### src/rtl/decode_execute.sv
// Decode/execute stage of the 4-bit processor: two-phase FETCH/EXEC sequencer, accumulator, C/Z flags and output port.
// Optional HALT on opcode F when DECODE_HALT_EN is defined; otherwise opcode F is a NOP.
//
// state    | meaning
// ---------+------------------------------------------------------------
// ST_FETCH | fetch register loads ROM[PC], PC increments
// ST_EXEC  | instr/oprnd valid, program_byte is the byte after the opcode
// ST_HALT  | frozen until reset (only with DECODE_HALT_EN)
module decode_execute #(
   parameter int ADDR_W = 12,
   parameter int DATA_W = 4
) (
   input  logic              clk_i,
   input  logic              reset_i,
   input  logic [3:0]        instr_i,
   input  logic [DATA_W-1:0] oprnd_i,
   input  logic [7:0]        program_byte_i,
   input  logic [DATA_W-1:0] in_port_i,
   output logic              fetch_en_o,
   output logic              pc_en_o,
   output logic              pc_load_o,
   output logic [ADDR_W-1:0] load_addr_o,
   output logic [DATA_W-1:0] accu_o,
   output logic              flag_c_o,
   output logic              flag_z_o,
   output logic [DATA_W-1:0] out_port_o,
   output logic              phase_o
);

   localparam logic [1:0] ST_FETCH = 2'd0;
   localparam logic [1:0] ST_EXEC  = 2'd1;
`ifdef DECODE_HALT_EN
   localparam logic [1:0] ST_HALT  = 2'd2;
`endif

   localparam logic [3:0] OP_LIT  = 4'h1;
   localparam logic [3:0] OP_ADD  = 4'h2;
   localparam logic [3:0] OP_SUB  = 4'h3;
   localparam logic [3:0] OP_NAND = 4'h4;
   localparam logic [3:0] OP_CMP  = 4'h5;
   localparam logic [3:0] OP_IN   = 4'h6;
   localparam logic [3:0] OP_OUT  = 4'h7;
   localparam logic [3:0] OP_JMP  = 4'h8;
   localparam logic [3:0] OP_JC   = 4'h9;
   localparam logic [3:0] OP_JNC  = 4'hA;
   localparam logic [3:0] OP_JZ   = 4'hB;
   localparam logic [3:0] OP_JNZ  = 4'hC;
`ifdef DECODE_HALT_EN
   localparam logic [3:0] OP_HLT  = 4'hF;
`endif

   logic [1:0]        state_q, state_d;
   logic [DATA_W-1:0] accu_q, accu_d;
   logic              c_q, c_d;
   logic              z_q, z_d;
   logic [DATA_W-1:0] out_q, out_d;

   logic [DATA_W:0]   sum;
   logic [DATA_W:0]   diff;
   logic [DATA_W-1:0] nand_res;
   logic              is_jump;
   logic              take;
   logic              fetch_en, pc_en, pc_load;

   assign sum      = {1'b0, accu_q} + {1'b0, oprnd_i};
   assign diff     = {1'b0, accu_q} - {1'b0, oprnd_i};
   assign nand_res = ~(accu_q & oprnd_i);

   always_comb begin
      is_jump = 1'b1;
      take    = 1'b0;
      case (instr_i)
         OP_JMP:  take = 1'b1;
         OP_JC:   take = c_q;
         OP_JNC:  take = ~c_q;
         OP_JZ:   take = z_q;
         OP_JNZ:  take = ~z_q;
         default: is_jump = 1'b0;
      endcase
   end

   always_comb begin
      state_d  = state_q;
      accu_d   = accu_q;
      c_d      = c_q;
      z_d      = z_q;
      out_d    = out_q;
      fetch_en = 1'b0;
      pc_en    = 1'b0;
      pc_load  = 1'b0;
      case (state_q)
         ST_FETCH: begin
            fetch_en = 1'b1;
            pc_en    = 1'b1;
            state_d  = ST_EXEC;
         end
         ST_EXEC: begin
            state_d = ST_FETCH;
            case (instr_i)
               OP_LIT: begin
                  accu_d = oprnd_i;
                  z_d    = (oprnd_i == '0);
               end
               OP_ADD: begin
                  accu_d = sum[DATA_W-1:0];
                  c_d    = sum[DATA_W];
                  z_d    = (sum[DATA_W-1:0] == '0);
               end
               OP_SUB: begin
                  accu_d = diff[DATA_W-1:0];
                  c_d    = diff[DATA_W];
                  z_d    = (diff[DATA_W-1:0] == '0);
               end
               OP_NAND: begin
                  accu_d = nand_res;
                  z_d    = (nand_res == '0);
               end
               OP_CMP: begin
                  c_d = diff[DATA_W];
                  z_d = (diff[DATA_W-1:0] == '0);
               end
               OP_IN: begin
                  accu_d = in_port_i;
                  z_d    = (in_port_i == '0);
               end
               OP_OUT: out_d = accu_q;
`ifdef DECODE_HALT_EN
               OP_HLT: state_d = ST_HALT;
`endif
               default: ;
            endcase
            // a not-taken jump still has to step over its address byte
            if (is_jump) begin
               pc_load = take;
               pc_en   = ~take;
            end
         end
`ifdef DECODE_HALT_EN
         ST_HALT: state_d = ST_HALT;
`endif
         default: state_d = ST_FETCH;
      endcase
      if (reset_i) begin
         fetch_en = 1'b0;
         pc_en    = 1'b0;
         pc_load  = 1'b0;
      end
   end

   always_ff @(posedge clk_i or posedge reset_i) begin
      if (reset_i) begin
         state_q <= ST_FETCH;
         accu_q  <= '0;
         c_q     <= 1'b0;
         z_q     <= 1'b0;
         out_q   <= '0;
      end else begin
         state_q <= state_d;
         accu_q  <= accu_d;
         c_q     <= c_d;
         z_q     <= z_d;
         out_q   <= out_d;
      end
   end

   assign fetch_en_o  = fetch_en;
   assign pc_en_o     = pc_en;
   assign pc_load_o   = pc_load;
   assign load_addr_o = {oprnd_i, program_byte_i};
   assign accu_o      = accu_q;
   assign flag_c_o    = c_q;
   assign flag_z_o    = z_q;
   assign out_port_o  = out_q;
   assign phase_o     = (state_q != ST_FETCH);

endmodule

### config.mk
export PLATFORM = sky130hd
export DESIGN_NAME = decode_execute
export DESIGN_NICKNAME = d
export VERILOG_FILES = /design/src/rtl/decode_execute.sv
export SDC_FILE = /design/constraint.sdc
export NUM_CORES = 1
export LEC_CHECK = 0
export BUFFER_PORTS_ARGS = -buffer_cell sky130_fd_sc_hd__buf_2
export CAP_MARGIN = 30
export CORE_MARGIN = 4
export CORE_UTILIZATION = 49
export CTS_CLUSTER_SIZE = 12
export DETAILED_ROUTE_END_ITERATION = 8
export PLACE_DENSITY = 0.8
export SLEW_MARGIN = 30
export SYNTH_ARGS = -nofsm -noshare
export SYNTH_HDL_FRONTEND = slang
export SYNTH_SLANG_ARGS = --single-unit
### constraint.sdc
create_clock -name clk_i -period 2.2 [get_ports clk_i]
set_input_delay 0.33 -clock clk_i [delete_from_list [all_inputs] [get_ports clk_i]]
set_output_delay 0.33 -clock clk_i [all_outputs]
set_load 0.1 [all_outputs]
==> results.md <==
* Fin. Hold Viols at 0
* Synth warn at 0
* Placer Congestion at 0.975
* Die area at 3430 um2
* CP Max Fanout at 5
* CP endpoint kind: register
* Clock Sinks at 11
* Cell Rows at 18
* Final min period at 2120 ps
* Worst slew margin at 0.667
* Total track usage at 0.193
* Layout Skew at 8.93 ps
* Clock Path Buffers at 2
* Vias in the first global route at 1114
* Worst hold-check path type: in -> async
* Post-CTS Setup Inserts at 0
* Core box area at 2450 um2
* Cell taking the most area after synthesis: dfrtp_1
* Worst skew pair latency at 270 ps
* Residual DRC count at 0
* Initial antenna violation count at 0
* Via count at 1147
* Period Utilization, post-route at 0.962
* Diode count at 0
* Crit path max-delay cell type: fa_1
* CTS Buf Count at 3
* CP required at 2340 ps
* CTS tree: done
* Ys flop type: dfrtp_1
* Synthesis-to-finish area growth at 12.1%
* Die Y at 58.6 um
* Initial DRC Count at 55
* Syn_area_per_cell at 8.19 um2
* H-tree Lvls at 1
* # IOs at 48
* Slew @ Worst Pin at 503 ps
* CP top delay family: adder cells
* Final setup viols at 0
* Slew Limit Fails at 0
* Startpoint Class: register
* Vias per cell at 5.76
* Register area share after synthesis at 0.220
* Power Density at 860 nW/um2
* Synth Instances at 153
* Max_cap viols at 0
* ANT nets after route at 0
* Post-layout instance area at 1410 um2
* Post-synth top area share at 0.220
* 1st-pass router iterations at 4
* Total gr overflow at 0
* Largest net degree at the start of global routing at 21
* Max Freq at 473 MHz
* Post-synth EDFFs at 0
* Initial Utilization at 0.511
* Fillcell total at 221
* Global routing usage on met1 at 0.269
* Async S/R FF share, synth at 1.00
* CP cell instances: ha_2 > inv_1 > fa_1 > nor2b_2 > a21oi_1 > and3_1 > o32ai_2 > o21ai_1
* Met2 Usage GRT at 0.305
* Root Buffer: clkbuf_4
* Share of layout cells above drive strength 1 at 0.343
* Status: complete, no violations
* Hold_buf cts at 0
* Leakage at 0.634 nW
* Post-cts resize count at 0
* Die span in x at 58.6 um
* Crit path buf inv count at 1
* Netlist Area Pre-Place at 1250 um2
* Detail Placement HPWL at 2.44 mm
* Final #Nets at 202
* First-pass GRT wire length at 5.24 mm
* Routed len/inst at 15.9 um
* Max incr delay on CP at 490 ps
* Syn nets at 185
* Peak supply drop at 0.842 mV
* Kind of critical path: reg -> reg
* Most Crowded Layer GR: met2
* Register bit total from synthesis at 11
* DRT Wirelength at 3.17 mm
* Port Buf Inserts at 31
* Placed Area at 1360 um2
* CTS clk-pin slew, worst paths at 70 ps
* Synth top area cells: dfrtp_1, buf_4, ha_1
* Met3 GRT Util at 0.0482
* Crit path DAT at 2250 ps
* Setup TNS Final at 0 ps
* Unique masters post-synth at 44
## cell usage after synthesis (2+ instances only)
| master | instances |
|---|---|
| a21oi_1 | 7 |
| a21oi_2 | 2 |
| a31oi_1 | 2 |
| buf_2 | 2 |
| buf_4 | 16 |
| dfrtp_1 | 11 |
| fa_1 | 2 |
| ha_1 | 8 |
| inv_1 | 10 |
| mux2_2 | 4 |
| nand2_1 | 10 |
| nand2b_1 | 4 |
| nand3_1 | 4 |
| nor2_1 | 13 |
| nor2b_1 | 8 |
| nor3_1 | 3 |
| nor3b_1 | 3 |
| nor4_1 | 2 |
| o21a_1 | 2 |
| o21ai_0 | 10 |
| o21ai_2 | 2 |
| o22ai_1 | 2 |
| o32ai_1 | 2 |
| xnor2_1 | 3 |
| xor2_1 | 2 |
## through the flow
stage / util / hold slack (ps) / setup slack, ps / instances / power [W]
6_report: 0.572 / 89.1 / 84.2 / 199 / 0.00121
5_1_grt: 0.572 / 127 / -10.6 / 199 / 0.00127
4_1_cts: 0.564 / 91.7 / 29.6 / 199 / 0.00119
3_5_place_dp: 0.554 / 380 / 10.3 / 195 / 0.00106
3_3_place_gp: 0.554 / 377 / 60.7 / 195 / 0.00104
2_1_floorplan: - / 188 / -69.5 / 153 / 0.000996
## worst register-to-register path, cell delays in order (launching register included)
cell     delay, ps
dfrtp_4        450
ha_2           210
inv_1           60
fa_1           490
nor2b_2        190
a21oi_1         50
and3_1         210
o32ai_2        230
o21ai_1         90
## kinds of logic (layout without fill, tap and decap cells)
kind of cell | count (synthesis) | after routing | share of synthesized area
buffers and inverters | 31 | 47 | 0.150
flip-flops | 11 | 11 | 0.220
adder cells (fa/ha/maj) | 10 | 10 | 0.112
XOR/XNOR | 5 | 5 | 0.0349
AO/OA/AOI/OAI | 36 | 36 | 0.189
AND/OR/NAND/NOR | 54 | 54 | 0.234
multiplexers | 6 | 6 | 0.0619
## power breakdown
group          switching [W]  internal, W  total (W)
clock              0.0000651    0.0000701   0.000135
combinational       0.000575     0.000207   0.000782
sequential         0.0000417     0.000249   0.000291
total               0.000681     0.000526    0.00121
## state kept, by name (all words and copies together) (netlist names)
register	flops
accu_o	4
flag_c_o	1
flag_z_o	1
out_port_o	4
state_q	1
## final timing paths
kind,startpoint,endpoint,slack [ps],cells past startpoint
min reg2reg,out_port_o[3],out_port_o[3],510,1
min in group clk_i,oprnd_i[2],accu_o[2],430,3
max reg2reg,accu_o[0],accu_o[1],80,8
min,reset_i,state_q[0],90,3
max in group asynchronous,reset_i,accu_o[1],1940,3
max,accu_o[0],accu_o[1],80,8
## metal layers
metal | up-vias | share of wire
met4 | 0 | 0.013
met5 | - | 0
met3 | 4 | 0.10
met2 | 72 | 0.48
li1 | 547 | -
met1 | 524 | 0.40
## cell type report
class                   instances  area, um2  share of cell area
inverters                      11       41.3              0.0294
clock buffers                   4       26.3              0.0187
flip-flops and latches         11        285               0.203
repair buffers                 32        193               0.137
multi-input cells             111        822               0.585
well taps                      30       37.5              0.0267
## cell usage in the layout, fill, tap and decap left out, drive strengths merged, types with 2 or more instances in the layout
| cell | count |
|---|---|
| nand3 | 4 |
| xor2 | 2 |
| xnor2 | 3 |
| o21ai | 12 |
| nor2 | 13 |
| o21a | 2 |
| a31oi | 2 |
| nor3 | 4 |
| ha | 8 |
| fa | 2 |
| nand2 | 10 |
| nand2b | 4 |
| o22ai | 2 |
| clkbuf | 4 |
| nor4 | 2 |
| o32ai | 2 |
| nor3b | 4 |
| a21oi | 9 |
| nor2b | 8 |
| mux2i | 2 |
| mux2 | 4 |
| dfrtp | 11 |
| buf | 32 |
| inv | 11 |
(Power assumes the default switching activity.)
